File: config.mk
export PLATFORM = sky130hd
export DESIGN_NAME = m31_mul_scheduler
export DESIGN_NICKNAME = d
export VERILOG_FILES = /design/src/rtl/m31_pkg.sv /design/src/rtl/m31_mul_scheduler_rr_arbiter.sv /design/src/rtl/m31_mul_scheduler.sv
export SDC_FILE = /design/constraint.sdc
export NUM_CORES = 2
export LEC_CHECK = 0
export BUFFER_PORTS_ARGS = -buffer_cell sky130_fd_sc_hd__buf_2
export CORE_ASPECT_RATIO = 2
export CORE_UTILIZATION = 30
export CTS_CLUSTER_DIAMETER = 120
export DETAILED_ROUTE_END_ITERATION = 8
export SYNTH_ARGS = -nofsm -noshare
export SYNTH_HDL_FRONTEND = slang
export SYNTH_SLANG_ARGS = --single-unit
File: constraint.sdc
create_clock -name clk -period 17.9 [get_ports clk]
set_input_delay 1.79 -clock clk [delete_from_list [all_inputs] [get_ports clk]]
set_output_delay 1.79 -clock clk [all_outputs]
set_load 0.05 [all_outputs]
File: src/rtl/m31_pkg.sv
// Mersenne-31 (P = 2^31-1) types and the single-fold reduction shared by every M31 multiplier.
package m31_pkg;

    typedef logic [30:0] m31_t;
    typedef logic [61:0] m31_prod_t;

    localparam m31_t M31_P = 31'h7FFF_FFFF;

    // Folding the 62b product once leaves r < 2P, so one conditional subtract makes it canonical.
    function automatic m31_t m31_reduce(input m31_prod_t prod);
        logic [31:0] r;
        r = {1'b0, prod[30:0]} + {1'b0, prod[61:31]};
        if (r >= {1'b0, M31_P}) begin
            r = r - {1'b0, M31_P};
        end
        return r[30:0];
    endfunction

endpackage

File: src/rtl/m31_mul_scheduler_rr_arbiter.sv
// Round-robin arbiter: the pointer index has top priority, then ascending modulo N.
// The pointer moves to one past the winner whenever advance is asserted with a grant.
module rr_arbiter #(
    parameter int N = 4
) (
    input  logic         clk,
    input  logic         rst,
    input  logic [N-1:0] req,
    input  logic         advance,
    output logic [N-1:0] grant
);

    localparam int PW = (N > 1) ? $clog2(N) : 1;

    logic [PW-1:0] ptr_q;
    logic [PW-1:0] ptr_d;
    logic [PW-1:0] win;
    logic          found;

    // NOTE: every always_comb output gets a default before any branch; a path that skips an assignment would infer a latch.
    always_comb begin
        grant = '0;
        win   = ptr_q;
        found = 1'b0;
        for (int k = 0; k < N; k++) begin
            int idx;
            idx = int'(ptr_q) + k;
            if (idx >= N) begin
                idx = idx - N;
            end
            if (!found && req[idx]) begin
                found      = 1'b1;
                grant[idx] = 1'b1;
                win        = PW'(idx);
            end
        end
    end

    always_comb begin
        ptr_d = ptr_q;
        if (advance && found) begin
            ptr_d = (win == PW'(N - 1)) ? '0 : win + 1'b1;
        end
    end

    // NOTE: state registers use non-blocking assignments so every flop samples pre-edge values, independent of block order.
    always_ff @(posedge clk) begin
        if (rst) begin
            ptr_q <= '0;
        end else begin
            ptr_q <= ptr_d;
        end
    end

endmodule

File: src/rtl/m31_mul_scheduler.sv
// Shares one pipelined M31 multiplier among NUM_REQ round-robin requesters; results return tagged after MUL_LATENCY.
// Optional per-requester issue and contention counters are built when M31_MUL_STATS_EN is defined.
module m31_mul_scheduler
    import m31_pkg::*;
#(
    parameter int NUM_REQ     = 4,
    parameter int MUL_LATENCY = 3
`ifdef M31_MUL_STATS_EN
    ,
    parameter int STAT_W      = 32
`endif
) (
    input  logic                    clk,
    input  logic                    rst,
    input  logic [NUM_REQ-1:0]      req_valid,
    output logic [NUM_REQ-1:0]      req_ready,
    input  logic [NUM_REQ*31-1:0]   req_a,
    input  logic [NUM_REQ*31-1:0]   req_b,
    output logic [NUM_REQ-1:0]      rsp_valid,
    output logic [30:0]             rsp_data,
    output logic                    busy
`ifdef M31_MUL_STATS_EN
    ,
    output logic [NUM_REQ*STAT_W-1:0] stat_issued,
    output logic [STAT_W-1:0]         stat_contend
`endif
);

    localparam int TAG_W = $clog2(NUM_REQ);
    localparam int LAST  = MUL_LATENCY - 1;

    logic [NUM_REQ-1:0] req_live;
    logic [NUM_REQ-1:0] grant;
    logic               issue;
    logic [TAG_W-1:0]   gnt_tag;
    m31_t               a_sel;
    m31_t               b_sel;

    // Requests are masked during reset so no handshake can occur on a reset edge.
    assign req_live = rst ? '0 : req_valid;

    rr_arbiter #(
        .N(NUM_REQ)
    ) u_arb (
        .clk    (clk),
        .rst    (rst),
        .req    (req_live),
        .advance(|req_live),
        .grant  (grant)
    );

    assign req_ready = grant;
    assign issue     = |grant;

    always_comb begin
        gnt_tag = '0;
        a_sel   = '0;
        b_sel   = '0;
        for (int i = 0; i < NUM_REQ; i++) begin
            if (grant[i]) begin
                gnt_tag = TAG_W'(i);
                a_sel   = req_a[i*31 +: 31];
                b_sel   = req_b[i*31 +: 31];
            end
        end
    end

    logic [MUL_LATENCY-1:0] vld_q;
    logic [MUL_LATENCY-1:0] vld_d;
    logic [TAG_W-1:0]       tag_q [MUL_LATENCY];
    logic [TAG_W-1:0]       tag_d [MUL_LATENCY];

    always_comb begin
        vld_d[0] = issue;
        tag_d[0] = gnt_tag;
        for (int k = 1; k < MUL_LATENCY; k++) begin
            vld_d[k] = vld_q[k-1];
            tag_d[k] = tag_q[k-1];
        end
    end

    always_ff @(posedge clk) begin
        if (rst) begin
            vld_q <= '0;
            for (int k = 0; k < MUL_LATENCY; k++) begin
                tag_q[k] <= '0;
            end
        end else begin
            vld_q <= vld_d;
            for (int k = 0; k < MUL_LATENCY; k++) begin
                tag_q[k] <= tag_d[k];
            end
        end
    end

    m31_t result_d;
    m31_t rsp_data_q;

    generate
        if (MUL_LATENCY == 1) begin : g_lat1
            assign result_d = m31_reduce(m31_prod_t'(a_sel) * m31_prod_t'(b_sel));
        end else begin : g_latn
            m31_t op_a_q;
            m31_t op_b_q;

            // NOTE: datapath registers carry no reset; only the valid/tag chain needs a defined state, stale data is never presented.
            always_ff @(posedge clk) begin
                if (issue) begin
                    op_a_q <= a_sel;
                    op_b_q <= b_sel;
                end
            end

            if (MUL_LATENCY == 2) begin : g_lat2
                assign result_d = m31_reduce(m31_prod_t'(op_a_q) * m31_prod_t'(op_b_q));
            end else begin : g_lat3p
                localparam int PD = MUL_LATENCY - 2;
                m31_prod_t prod_q [PD];

                // Extra latency beyond three stages is absorbed by delaying the raw product.
                always_ff @(posedge clk) begin
                    if (vld_d[1]) begin
                        prod_q[0] <= m31_prod_t'(op_a_q) * m31_prod_t'(op_b_q);
                    end
                    for (int j = 1; j < PD; j++) begin
                        if (vld_d[j+1]) begin
                            prod_q[j] <= prod_q[j-1];
                        end
                    end
                end

                assign result_d = m31_reduce(prod_q[PD-1]);
            end
        end
    endgenerate

    always_ff @(posedge clk) begin
        if (rst) begin
            rsp_data_q <= '0;
        end else if (vld_d[LAST]) begin
            rsp_data_q <= result_d;
        end
    end

    always_comb begin
        rsp_valid = '0;
        if (vld_q[LAST]) begin
            rsp_valid[tag_q[LAST]] = 1'b1;
        end
    end

    assign rsp_data = rsp_data_q;
    assign busy     = |vld_q;

`ifdef M31_MUL_STATS_EN
    logic [STAT_W-1:0] stat_issued_q [NUM_REQ];
    logic [STAT_W-1:0] stat_contend_q;

    always_ff @(posedge clk) begin
        if (rst) begin
            for (int i = 0; i < NUM_REQ; i++) begin
                stat_issued_q[i] <= '0;
            end
            stat_contend_q <= '0;
        end else begin
            for (int i = 0; i < NUM_REQ; i++) begin
                if (grant[i]) begin
                    stat_issued_q[i] <= stat_issued_q[i] + 1'b1;
                end
            end
            if ($countones(req_valid) > 1) begin
                stat_contend_q <= stat_contend_q + 1'b1;
            end
        end
    end

    always_comb begin
        for (int i = 0; i < NUM_REQ; i++) begin
            stat_issued[i*STAT_W +: STAT_W] = stat_issued_q[i];
        end
    end

    assign stat_contend = stat_contend_q;
`endif

endmodule

## Yosys cells after proc, flatten, opt, wreduce, memory -nomap -nowiden

Memories as Yosys holds them, arrays and structs flattened.
Index checks and enable logic that the tools add are counted.

| cells by class | value |
|---|---|
| add/subtract/negate cells | 10 |
| multipliers | 1 |
| magnitude comparators | 15 |
| equality and inequality tests | 1 |
| mux-type cells | 61 |
| bitwise logic cells | 6 |
| reduce and logical (&&, ||, !) cells | 15 |

Operators by type and width:

| operator | count |
|---|---|
| 31-bit two-way mux | 9 |
| 32-bit by 1-bit >= comparator with 1-bit output, second input constant | 4 |
| 32-bit by 4-bit < comparator with 1-bit output, second input constant | 4 |
| 32-bit two-way mux | 4 |
| 32-bit by 4-bit >= comparator with 1-bit output, second input constant | 3 |
| 32-bit by 4-bit subtractor with 32-bit output, second input constant | 3 |
| 31-bit by 31-bit multiplier with 62-bit output | 1 |
| 31-bit by 31-bit adder with 32-bit output | 1 |
| 32-bit by 31-bit >= comparator with 1-bit output, second input constant | 1 |
| 31-bit subtractor, second input constant | 1 |
| 4-bit two-way mux | 6 |
| 1-bit two-way mux | 23 |
| 2-bit two-way mux | 10 |
| 4-bit bitwise OR | 3 |
| 1-bit demux with 2-bit select | 5 |
| 1-bit logical AND | 9 |
| 1-bit binary-select mux with 2-bit select | 4 |
| 4-bit OR reduction | 2 |
| 2-bit by 2-bit adder with 3-bit output, second input constant | 2 |
| 2-bit by 3-bit subtractor with 4-bit output, second input constant | 1 |
| 2-bit by 1-bit adder with 3-bit output, second input constant | 1 |
| 2-bit by 3-bit >= comparator with 1-bit output, second input constant | 1 |
| 1-bit zero test | 3 |
| 2-bit by 3-bit < comparator with 1-bit output, second input constant | 1 |
| 5 further kinds | 7 |

| storage, ports and cells | value |
|---|---|
| register bits | 98 |
| bits in writable memories | 68 |
| output and inout port bits | 40 |
| logic and storage cells | 116 |
| memories | 2 |

Memories:

| name | depth | bits a word | read ports | clocked after memory_dff | write ports | RTL line | RTL |
|---|---|---|---|---|---|---|---|
| g_latn.g_lat3p.prod_q | 1 | 62 | 1 | 0 | 1 | m31_mul_scheduler.sv:118 | `m31_prod_t prod_q [PD];` |
| tag_q | 3 | 2 | 3 | 0 | 3 | m31_mul_scheduler.sv:70 | `logic [TAG_W-1:0] tag_q [MUL_LATENCY];` |

## Logic depth before layout (Yosys ltp)

| logic depth | value |
|---|---|
| depth after elaboration | 19 |
| depth in mapped cells | 30 |
| gate-level depth less buffers | 29 |

## By module

Synthesis repeated with hierarchy kept, for this count alone.

| second synthesis, totals | value |
|---|---|
| cell total of the unflattened synthesis | 4438 |
| area total of the unflattened synthesis | 40983.1 sq um |

By module, submodules not included:

| module | instances | cells an instance | area each (sq um) |
|---|---|---|---|
| m31_mul_scheduler | 1 | 4380 | 40433.8 |
| rr_arbiter | 1 | 58 | 549.3 |

## Least setup slack after synthesis

OpenSTA, ideal clock, no wires.

| timing path | value |
|---|---|
| kind | register to register |
| start | reg g_latn.op_b_q[21] |
| end | mem g_latn.g_lat3p.prod_q[0][55] (netlist bit) (data pin) |
| data arrival time | 7.988 ns |
| slack | 9.657 ns |
| cell stages (with the launch flop) | 30 |
| path buffers | 2 |
| clock period less this slack | 8.243 ns |
| cells stage by stage | edfxtp_1 clkbuf_1 and2_1 fa_1 inv_1 fa_1 inv_1 fa_1 inv_1 fa_1 inv_1 fa_1 fa_1 fa_1 inv_1 fa_1 inv_1 ha_1 clkbuf_1 nand2_1 or3b_2 a31oi_1 o21ai_0 a22o_1 o21ai_1 o2111ai_1 a21oi_1 o211ai_1 or3b_2 and3_1 |

| on the way | value |
|---|---|
| word-level cells in the longest chain between the ends | 1 |

RTL lines:

| what | RTL line | RTL |
|---|---|---|
| from (decl) | m31_mul_scheduler.sv:104 | `m31_t op_b_q;` |
| from (signal assigned) | m31_mul_scheduler.sv:110 | `op_b_q <= b_sel;` |
| 31-bit by 31-bit multiplier with 62-bit output | m31_mul_scheduler.sv:123 | `prod_q[0] <= m31_prod_t'(op_a_q) * m31_prod_t'(op_b_q);` |
| to (decl) | m31_mul_scheduler.sv:118 |  |

No other way between the ends.

## Worst setup path in the final report

| timing path | value |
|---|---|
| start | reg g_latn.op_b_q[5] |
| end | mem g_latn.g_lat3p.prod_q[0][55] (netlist bit) (data pin) |

The elaborated chain is that of the path after synthesis.

==> flow_metrics.py <==
metrics = {
    "yosys": {
        "synthTopCellsByArea": "fa_1 41%, edfxtp_1 9.0%, ha_1 9.0%, and2_1 8.1%, inv_1 8.0%",
        "ys_seq_area_frac": 0.1107,
        "synth_top_family_by_area": "adder cells",
        "yosys_register_bits": 166,
        "synth_flop_cell": "edfxtp_1",
        "synth.most_common_cell": "inv_1",
        "yosysUniqueCellTypes": 97,
        "netlist_top_cells_count": "876 x inv_1, 838 x fa_1, 532 x and2_1, 506 x nand2_1, 295 x ha_1",
        "synthCells": 4520,
        "synth-simple-area-share": 0.1749,
        "synthArstFlopShare": 0,
        "synth-compound-area-share": 0.07546,
        "muxShareOfSynthArea": 0.01705,
        "synth_top_cell_by_area": "fa_1",
        "syn_nets": 5907,
        "avgSynthCellArea_sq_um": 9.123,
        "synth_area_sq_mm": 0.04124,
        "synth_xor_xnor_area_share": 0.01866,
        "yosys.area.top_type_share": 0.4068,
        "synth-adder-area-share": 0.4963,
        "yosysWarnings": 0,
        "synth-edff-count": 124,
    },
    "sta": {
        "final.setup.tns_ns": 0,
        "timing.final.hold_violations": 0,
        "skew_ns": 0.01973,
        "setup_viol": 0,
        "worst_slack_ns": 8.453,
        "max-slew-margin-rel": 0.2488,
        "rsz0062_at_grt": "false",
        "period_share": 0.5278,
        "min_period_ns": 9.447,
        "maxSlewViolCount": 0,
        "max_freq_mhz": 105.9,
        "worst_pin_slew_ns": 1.127,
    },
    "floorplanning": {
        "die_area_sq_mm": 0.1390,
        "start_util": 0.3017,
        "die_width_um": 264.2,
        "rows": 192,
        "core_sq_mm": 0.1367,
        "io_pins": 294,
        "die_y_um": 526.3,
    },
    "clock_network": {
        "clk_latency_ns": 0.54,
        "cts_tree": "built",
        "clock-sinks": 166,
        "cts_setup_buffers": 0,
        "numCtsBuffers": 17,
        "ctsHoldBuffers": 0,
        "clk_pin_slew_ns": 0.08,
        "cts_root_buffer": "clkbuf_16",
        "htree_levels": 4,
        "cts_buffer_depth": 2,
        "ctsResizeCount": 0,
    },
    "placed_design": {
        "dp_slack_ns": 8.447,
        "gp_congestion": 0.9275,
        "dpl.hpwl_um": 104000,
        "port_buffers": 293,
    },
    "global_route": {
        "grt_pass1_wl_um": 198600,
        "grt_usage": 0.1895,
        "overflow": 0,
        "first_global_vias": 35027,
        "grt_max_degree": 69,
        "antenna_found_initial": 6,
    },
    "worst_setup_path": {
        "cp_max_fo": 31,
        "cp_top_family": "adder cells",
        "cpPeakStageDelay_ns": 1.06,
        "cp-end-kind": "flip-flop",
        "crit_buf_inv": 4,
        "cp-start-kind": "flip-flop",
        "cpMostUsedCell": "fa_1",
        "crit_type": "flip-flop to flip-flop",
        "worst-r2r-cell-count": 25,
        "required_ns": 18.19,
        "cp_data_arrival_time_ns": 9.73,
        "cpMaxStageDelayCell": "edfxtp_1",
        "path_depth": 25,
    },
    "detailed_routing": {
        "firstDrtPassIters": 5,
        "routedWlPerCell_um": 20.12,
        "viasPerCell": 4.949,
        "drcViolationCount": 0,
        "vias": 31695,
        "finalWirelength_um": 128900,
        "drt_iter0_markers": 1528,
        "detail-route-antenna-nets": 0,
    },
    "final_layout": {
        "area_growth_pct": 9.039,
        "nFillCells": 14038,
        "layout-drive-gt1-share": 0.09517,
        "nets": 6029,
        "seqCellArea_sq_mm": 0.004567,
        "multiInputGateArea_sq_mm": 0.03231,
    },
    "status": {
        "status": "finished, final reports clean",
    },
    "min_path": {
        "hold_class": "flip-flop to flip-flop",
        "min_delay_path_depth": 1,
    },
    "flow_run": {
        "cap_violations": 0,
    },
}
## metal layers
metal	routed length (um)	GRT usage
met1	42140	0.1789
met2	70340	0.3671
met3	5473	0.02136
met4	10900	0.1453
met5	15	0
## metrics by stage
stage / hold slack, ns / std cells / area [sq um] / utilization
floorplan: 0.4138 / 4520 / 41240 / -
global placement: 0.4198 / 6369 / 44350 / 0.3245
detailed placement: 0.4239 / 6369 / 44350 / 0.3245
CTS: 0.4430 / 6401 / 44960 / 0.3289
global route: 0.4627 / 6403 / 44960 / 0.3289
finish: 0.4382 / 6404 / 44960 / 0.3289
## state kept, by name (all words and copies together), names as in the netlist
register               cells
g_latn.op_b_q             31
tag_q                      6
u_arb.ptr_q                2
g_latn.g_lat3p.prod_q     62
g_latn.op_a_q             31
vld_q                      3
rsp_data                  31
## worst register-to-register path, delay by kind of cell, from the launching register on
family,cells,cell delay (ns)
adders and majority gates,9,4.40
AOI/OAI and AO/OA,8,2.14
and+or+nand+nor,4,1.38
DFF,1,1.06
buffers and inverters,4,0.20
## kinds of logic (layout without fill, tap and decap cells)
family,after synthesis,in the layout
and+or+nand+nor,1432,1432
buffers and inverters,1138,1273
adders and majority gates,1133,1133
AOI/OAI and AO/OA,494,494
DFF,166,166
xor gates and xnor gates,87,87
muxes,70,70
other,0,3
## placed cells by master, fill, tap and decap left out, drive strengths merged, types with 11 or more instances in the layout
| cell | n |
|---|---|
| xnor2 | 60 |
| fa | 838 |
| and3 | 19 |
| nand3 | 27 |
| nor2 | 213 |
| nand4 | 25 |
| a21oi | 232 |
| ha | 295 |
| and2 | 532 |
| a211oi | 12 |
| mux2i | 68 |
| nor3 | 28 |
| o21ai | 61 |
| o21a | 14 |
| o21bai | 16 |
| a311oi | 11 |
| a21o | 47 |
| clkbuf | 17 |
| xor2 | 27 |
| edfxtp | 124 |
| buf | 364 |
| or4 | 11 |
| a31oi | 11 |
| inv | 886 |
| nor2b | 14 |
| nand2 | 506 |
| dfxtp | 42 |
## cell type report
class | instances | share of cell area
Antenna cell | 3 | 0.0001670
Clock buffer | 17 | 0.009461
Clock inverter | 15 | 0.003979
Inverter | 877 | 0.07327
Multi-Input combinational cell | 3216 | 0.7185
Sequential cell | 166 | 0.1016
Tap cell | 1746 | 0.04859
Timing Repair Buffer | 364 | 0.04447
## worst paths after layout
kind / from / to / slack [ns]
setup / recovery: g_latn.op_b_q[5]$_DFFE_PP_ / g_latn.g_lat3p.prod_q[0][55]$_DFFE_PP_ / 8.45
hold / removal: tag_q[0][2]$_SDFF_PP0_ / tag_q[0][4]$_SDFF_PP0_ / 0.44
setup reg to reg: g_latn.op_b_q[5]$_DFFE_PP_ / g_latn.g_lat3p.prod_q[0][55]$_DFFE_PP_ / 8.45
hold reg to reg: tag_q[0][2]$_SDFF_PP0_ / tag_q[0][4]$_SDFF_PP0_ / 0.44
Power is left out: the tool's default activity adds up to more than one toggle a clock period on the data nets, which glitch-free logic cannot reach.
